--- src/rtl/simon_pkg.sv ---
// Shared SIMON constants, FSM state type and parameter helpers for simon_serial_core.
package simon_pkg;

  // Bit 61 is z_0 (first symbol of the published sequence), bit 0 is z_61.
  localparam logic [61:0] Z0 = 62'b11111010001001010110000111001101111101000100101011000011100110;
  localparam logic [61:0] Z1 = 62'b10001110111110010011000010110101000111011111001001100001011010;
  localparam logic [61:0] Z2 = 62'b10101111011100000011010010011000101000010001111110010110110011;
  localparam logic [61:0] Z3 = 62'b11011011101011000110010111100000010010001010011100110100001111;
  localparam logic [61:0] Z4 = 62'b11010001111001101011011000100000010111000011001010010011101111;

  typedef enum logic [1:0] {
    ST_IDLE   = 2'd0,
    ST_RUN    = 2'd1,
    ST_UNLOAD = 2'd2
  } state_t;

  // c = 2^n - 4, returned right-aligned in 32 bits
  function automatic logic [31:0] simon_const(input int n);
    return (32'hFFFF_FFFF >> (32 - n)) & ~32'h3;
  endfunction

  function automatic bit simon_legal(input int n, input int m, input int t);
    return (n == 16 && m == 4 && t == 32) ||
           (n == 24 && m == 3 && t == 36) ||
           (n == 24 && m == 4 && t == 36) ||
           (n == 32 && m == 3 && t == 42) ||
           (n == 32 && m == 4 && t == 44);
  endfunction

endpackage

--- src/rtl/simon_key_schedule.sv ---
// SIMON working key register: loads from the key store on start, then produces one
// round key per step and rolls the schedule forward.
module simon_key_schedule
  import simon_pkg::*;
#(
  parameter int          WORD_W    = 16,
  parameter int          KEY_WORDS = 4,
  parameter logic [61:0] Z_SEQ     = Z0
) (
  input  logic                          clk,
  input  logic                          reset,
  input  logic                          load,
  input  logic                          step,
  input  logic [KEY_WORDS*WORD_W-1:0]   key_store,
  output logic [WORD_W-1:0]             k0
);

  localparam int KEY_W = KEY_WORDS * WORD_W;

  logic [KEY_W-1:0]  key_q;
  logic [5:0]        z_idx;
  logic [5:0]        z_pos;
  logic [WORD_W-1:0] k_top, k_one, tmp, c_word, new_word;

  always_comb begin
    k_top  = key_q[KEY_W-1 -: WORD_W];
    k_one  = key_q[2*WORD_W-1 -: WORD_W];
    c_word = WORD_W'(simon_const(WORD_W));
    z_pos  = 6'd61 - z_idx;
    tmp    = {k_top[2:0], k_top[WORD_W-1:3]};
    if (KEY_WORDS == 4) tmp = tmp ^ k_one;
    new_word = c_word ^ tmp ^ {tmp[0], tmp[WORD_W-1:1]} ^ key_q[WORD_W-1:0]
             ^ {{(WORD_W-1){1'b0}}, Z_SEQ[z_pos]};
  end

  always_ff @(posedge clk or negedge reset) begin
    if (!reset) begin
      key_q <= '0;
      z_idx <= '0;
    end else if (load) begin
      key_q <= key_store;
      z_idx <= '0;
    end else if (step) begin
      key_q <= {new_word, key_q[KEY_W-1:WORD_W]};
      z_idx <= (z_idx == 6'd61) ? 6'd0 : z_idx + 6'd1;
    end
  end

  assign k0 = key_q[WORD_W-1:0];

endmodule

--- src/rtl/simon_serial_core.sv ---
// Bit-serial-loaded SIMON encryption core with persistent key store.
// Optional SIMON_KEY_READBACK_EN adds debug_port and last-two-round-key readback.
//   state     | meaning
//   ST_IDLE   | accept din loads into plaintext/key store, wait for start
//   ST_RUN    | one round per cycle, ROUNDS cycles
//   ST_UNLOAD | stream {x, y} (or round keys) out DIN_W bits per cycle
module simon_serial_core
  import simon_pkg::*;
#(
  parameter int          WORD_W    = 16,
  parameter int          KEY_WORDS = 4,
  parameter int          ROUNDS    = 32,
  parameter int          DIN_W     = 1,
  parameter logic [61:0] Z_SEQ     = Z0
) (
  input  logic             clk,
  input  logic             reset,
  input  logic [DIN_W-1:0] din,
  input  logic             din_valid,
  input  logic             din_sel,
  input  logic             start,
`ifdef SIMON_KEY_READBACK_EN
  input  logic             debug_port,
`endif
  output logic             busy,
  output logic [DIN_W-1:0] dout,
  output logic             dout_valid,
  output logic             done
);

  localparam int BLK_W  = 2 * WORD_W;
  localparam int KEY_W  = KEY_WORDS * WORD_W;
  localparam int BEATS  = BLK_W / DIN_W;
  localparam int RND_W  = $clog2(ROUNDS);
  localparam int BEAT_W = $clog2(BEATS);

  if (!simon_legal(WORD_W, KEY_WORDS, ROUNDS)) begin : g_bad_params
    $error("simon_serial_core: illegal (WORD_W, KEY_WORDS, ROUNDS) combination");
  end
  if (WORD_W % DIN_W != 0) begin : g_bad_din_w
    $error("simon_serial_core: DIN_W must divide WORD_W");
  end

  state_t            state;
  logic [BLK_W-1:0]  pt_q;
  logic [KEY_W-1:0]  key_store_q;
  logic [RND_W-1:0]  rnd_q;
  logic [BEAT_W-1:0] beat_q;
  logic [BLK_W-1:0]  out_sr;
  logic [WORD_W-1:0] k0, x, y, fx, x_nxt;
  logic [BLK_W-1:0]  blk_nxt, unload_blk;

`ifdef SIMON_KEY_READBACK_EN
  logic              dbg_q;
  logic [WORD_W-1:0] rk_last;
`endif

  simon_key_schedule #(
    .WORD_W    (WORD_W),
    .KEY_WORDS (KEY_WORDS),
    .Z_SEQ     (Z_SEQ)
  ) u_key_schedule (
    .clk       (clk),
    .reset     (reset),
    .load      (state == ST_IDLE && start),
    .step      (state == ST_RUN),
    .key_store (key_store_q),
    .k0        (k0)
  );

  always_comb begin
    x     = pt_q[BLK_W-1 -: WORD_W];
    y     = pt_q[WORD_W-1:0];
    fx    = ({x[WORD_W-2:0], x[WORD_W-1]} & {x[WORD_W-9:0], x[WORD_W-1:WORD_W-8]})
          ^ {x[WORD_W-3:0], x[WORD_W-1:WORD_W-2]};
    x_nxt   = y ^ fx ^ k0;
    blk_nxt = {x_nxt, x};
`ifdef SIMON_KEY_READBACK_EN
    // k0 is the final round's key here; rk_last holds the one before it
    unload_blk = dbg_q ? {rk_last, k0} : blk_nxt;
`else
    unload_blk = blk_nxt;
`endif
  end

  always_ff @(posedge clk or negedge reset) begin
    if (!reset) begin
      state       <= ST_IDLE;
      pt_q        <= '0;
      key_store_q <= '0;
      rnd_q       <= '0;
      beat_q      <= '0;
      out_sr      <= '0;
      busy        <= 1'b0;
      dout        <= '0;
      dout_valid  <= 1'b0;
      done        <= 1'b0;
`ifdef SIMON_KEY_READBACK_EN
      dbg_q       <= 1'b0;
      rk_last     <= '0;
`endif
    end else begin
      case (state)
        ST_IDLE: begin
          if (start) begin
            rnd_q <= '0;
            busy  <= 1'b1;
            state <= ST_RUN;
`ifdef SIMON_KEY_READBACK_EN
            dbg_q <= debug_port;
`endif
          end else if (din_valid) begin
            if (din_sel) key_store_q <= {key_store_q[KEY_W-DIN_W-1:0], din};
            else         pt_q        <= {pt_q[BLK_W-DIN_W-1:0], din};
          end
        end
        ST_RUN: begin
          pt_q  <= blk_nxt;
          rnd_q <= rnd_q + 1'b1;
`ifdef SIMON_KEY_READBACK_EN
          rk_last <= k0;
`endif
          if (rnd_q == RND_W'(ROUNDS - 1)) begin
            state      <= ST_UNLOAD;
            dout       <= unload_blk[BLK_W-1 -: DIN_W];
            out_sr     <= unload_blk << DIN_W;
            dout_valid <= 1'b1;
            beat_q     <= '0;
          end
        end
        ST_UNLOAD: begin
          if (beat_q == BEAT_W'(BEATS - 1)) begin
            state      <= ST_IDLE;
            busy       <= 1'b0;
            dout       <= '0;
            dout_valid <= 1'b0;
            done       <= 1'b0;
          end else begin
            dout   <= out_sr[BLK_W-1 -: DIN_W];
            out_sr <= out_sr << DIN_W;
            beat_q <= beat_q + 1'b1;
            done   <= (beat_q == BEAT_W'(BEATS - 2));
          end
        end
        default: state <= ST_IDLE;
      endcase
    end
  end

endmodule
--- config.mk ---
export PLATFORM = sky130hd
export DESIGN_NAME = simon_serial_core
export DESIGN_NICKNAME = d
export VERILOG_FILES = /design/src/rtl/simon_pkg.sv /design/src/rtl/simon_key_schedule.sv /design/src/rtl/simon_serial_core.sv
export SDC_FILE = /design/constraint.sdc
export NUM_CORES = 1
export LEC_CHECK = 0
export BUFFER_PORTS_ARGS = -buffer_cell sky130_fd_sc_hd__buf_2
export CORE_MARGIN = 3
export CORE_UTILIZATION = 59
export DETAILED_ROUTE_END_ITERATION = 7
export PLACE_DENSITY = 0.81
export SLEW_MARGIN = 10
export SYNTH_ARGS = -nofsm -noshare
export SYNTH_HDL_FRONTEND = slang
export SYNTH_SLANG_ARGS = --single-unit
--- constraint.sdc ---
create_clock -name clk -period 3.19 [get_ports clk]
set_input_delay 0.319 -clock clk [delete_from_list [all_inputs] [get_ports clk]]
set_output_delay 0.319 -clock clk [all_outputs]
set_load 0.02 [all_outputs]
==> results.md <==
- Critical Path Fanout Max: 8
- CTS H-tree lvls: 1
- Layout area overhead: 9.17%
- Std-Cell Rows: 47
- Yosys reg bits: 213
- Count of final setup violators: 0
- CTS Buf Count: 22
- Post-layout min period: 2500 ps
- Cell family with most CP delay: multiplexers
- Final Power: 11.7 mW
- Syn_nets: 991
- Final period util: 78.3%
- RSZ-0062 raised after global routing: no
- Ratio of cells with drive above 1 in the final layout: 13.5%
- Grt ovf: 0
- Vias in the first global route: 6877
- Via count: 7031
- # diodes: 0
- Hold path cells: 2
- Worst Path Required: 3530 ps
- Final WS setup: 692 ps
- CTS sink cnt: 213
- Clk_lat worst skew: 500 ps
- Clock Path Buffers: 3
- CP Cell Sequence: inv_1, ha_1, mux2_4, mux4_1, mux2i_1, xnor2_1, o221ai_2
- Initial antenna violation count: 0
- Post-CTS Repair Setup Buffers: 0
- Initial Util: 60.8%
- Synth Area per Inst: 10.5 um^2
- Core Footprint: 16800 um^2
- Mapped cell area: 10200 um^2
- Hpwl dp: 13.5 mm
- Fillers: 1267
- Routed Antenna Nets: 0
- Leakage power: 5.21 nW
- Buffers plus inverters on the worst setup path: 1
- Via density: 5.96
- Worst hold-check path type: input pin to flop
- Arrival time at the worst endpoint: 2840 ps
- Drt drc: 0
- Dpl cells: 1139
- Die Y-Extent: 137 um
- Highest clock rate: 400 MHz
- Worst-case reg-to-reg path depth: 7
- Status: finished clean
- Commonest non-fill, non-tap cell in the layout: nand2_1
- CP Depth: 7
- Ports: 10
- CTS clk-pin slew, worst paths: 60 ps
- First-pass iteration count of the detailed router: 5
- Power per Cell Area: 1050 nW/um^2
- Place WS: 534 ps
- DRT iter0 DRCs: 699
- Slew @ Worst Pin: 825 ps
- CTS tree: built
- MaxCap Viol Count: 0
- Nets: 965
- Fin util: 66.4%
- Global-route wire length before repair: 35.7 mm
- Critical path's slowest cell: ha_1
- Syn. warnings: 0
- Max VDD drop: 0.644 mV
- Sequential area share after synthesis: 52.3%
- Startpoint Class: flop
- Max-slew headroom: 45.0%
- CP Class: flop to flop
- Largest net degree at the start of global routing: 95
- Root Buffer: clkbuf_16
- Routed WL: 21.5 mm
- Reg-to-reg slack, setup: 690 ps
- Synth cell types: 41
- Average wire per standard cell: 18.2 um
- Max-slew violations: 0
- Total Routing Usage GR: 23.7%
- Routability cong.: 0.838
- Commonest cells after routing, fill and taps aside: nand2_1, dfrtp_1, xnor2_1
- Die ar.: 18900 um^2
- Setup Skew: 15.0 ps
- Final Hold Viols: 0
- IO buf count: 9
- Die W: 137 um
- Total negative slack: 0 ps
- Synth Instances: 971
- Crit. End Element: flop
- CP max stage delay: 480 ps
- Final Non-Filler Cells: 1180
-- worst paths after layout --
kind                                                      from                                   end
setup / recovery           u_key_schedule.z_idx[1]$_DFFE_PN0P_  u_key_schedule.key_q[48]$_DFFE_PN0P_
hold / removal                                             din            key_store_q[0]$_DFFE_PN0P_
setup reg to reg           u_key_schedule.z_idx[1]$_DFFE_PN0P_  u_key_schedule.key_q[48]$_DFFE_PN0P_
hold reg to reg                               done$_DFFE_PN0P_                      done$_DFFE_PN0P_
max in group asynchronous                                reset  u_key_schedule.key_q[30]$_DFFE_PN0P_
min in group asynchronous                                reset                 beat_q[4]$_DFFE_PN0P_
-- power by group --
group	internal, mW	leakage, nW	switching (mW)	total (mW)
logic	2.48	2.15	2.25	4.73
clock network	1.44	0.338	0.999	2.44
registers	3.49	2.73	1.02	4.50
total	7.40	5.21	4.26	11.7
-- per-layer routing --
metal,wire length (um),global-route usage (%),vias up
met5,0,0,-
met4,547,6.60,0
met3,973,3.18,39
met2,10500,38.5,183
met1,9480,33.7,3528
li1,-,-,3281
-- what timing repair did --
action | CTS | global route
resized for setup | 0 | 0
endpoints found under the hold margin | 90 | 0
hold buffers | 1 | 0
-- kinds of logic (layout without fill, tap and decap cells) --
kind of cell    count (synthesis)  after routing  share of synthesized area (%)
compound gates                185            185                           12.0
buf+inv                        80             69                           3.20
flops                         213            213                           52.3
fa+ha+maj                      14             14                           1.72
xor+xnor                      103            103                           8.85
mux                           103            103                           11.3
simple gates                  273            273                           10.7
-- synth_stat cells --
library cell / instances / share of area (%)
inv_1: 4 / 0.15
a22oi_1: 63 / 4.6
nand4_1: 5 / 0.31
buf_1: 4 / 0.15
a31oi_1: 18 / 1.1
buf_6: 1 / 0.11
nand2_1: 224 / 8.2
buf_2: 15 / 0.74
nand3_1: 3 / 0.15
and2_2: 1 / 0.074
nor2_1: 25 / 0.92
nand4b_1: 1 / 0.086
mux2_2: 65 / 7.2
o221ai_1: 1 / 0.086
nor2b_1: 3 / 0.18
o21bai_1: 1 / 0.074
and2_1: 2 / 0.12
o211ai_1: 1 / 0.074
clkbuf_1: 56 / 2.1
mux2_4: 1 / 0.15
xnor2_1: 97 / 8.3
a21o_1: 2 / 0.15
nor3b_1: 1 / 0.074
nand3b_1: 1 / 0.074
nand2b_1: 3 / 0.18
and3_1: 2 / 0.12
xor2_1: 6 / 0.52
o21ai_0: 60 / 2.9
or2_0: 1 / 0.061
o21ai_1: 1 / 0.049
o22ai_1: 1 / 0.061
a221o_1: 15 / 1.5
a22o_1: 3 / 0.26
o221ai_2: 1 / 0.15
or2b_1: 1 / 0.074
ha_1: 14 / 1.7
dfrtp_1: 213 / 52
mux2i_1: 35 / 3.4
mux4_1: 2 / 0.52
a21oi_1: 16 / 0.79
o31ai_1: 2 / 0.15
-- flip-flops by register name (all words and copies together), names as in the netlist --
name	flops
key_store_q	64
u_key_schedule.key_q	64
pt_q	32
out_sr	31
u_key_schedule.z_idx	6
beat_q	5
rnd_q	5
state	2
busy	1
done	1
dout	1
dout_valid	1
-- worst register-to-register path, cell delays in order, from the launching register on --
cell and delay, ps:
dfrtp_1 470, inv_1 150, ha_1 480, mux2_4 320
mux4_1 470, mux2i_1 180, xnor2_1 160, o221ai_2 110
-- metrics by stage --
step,hold slack [ps],cell area [um^2]
5_1_grt,78.4,11100
4_1_cts,61.9,11100
3_3_place_gp,392,10400
3_5_place_dp,392,10400
6_report,70.8,11100
2_1_floorplan,23.4,10200
-- cell type report --
cell class | count | area, um^2 | area share, %
repair buffers | 26 | 248 | 2.23
well taps | 220 | 275 | 2.47
multi-input cells | 678 | 4570 | 41.1
flip-flops and latches | 213 | 5330 | 47.9
clock inverters | 2 | 10.0 | 0.0899
clock buffers | 37 | 678 | 6.09
inverters | 4 | 15.0 | 0.135
No activity file was read; power rests on OpenSTA's default activity.
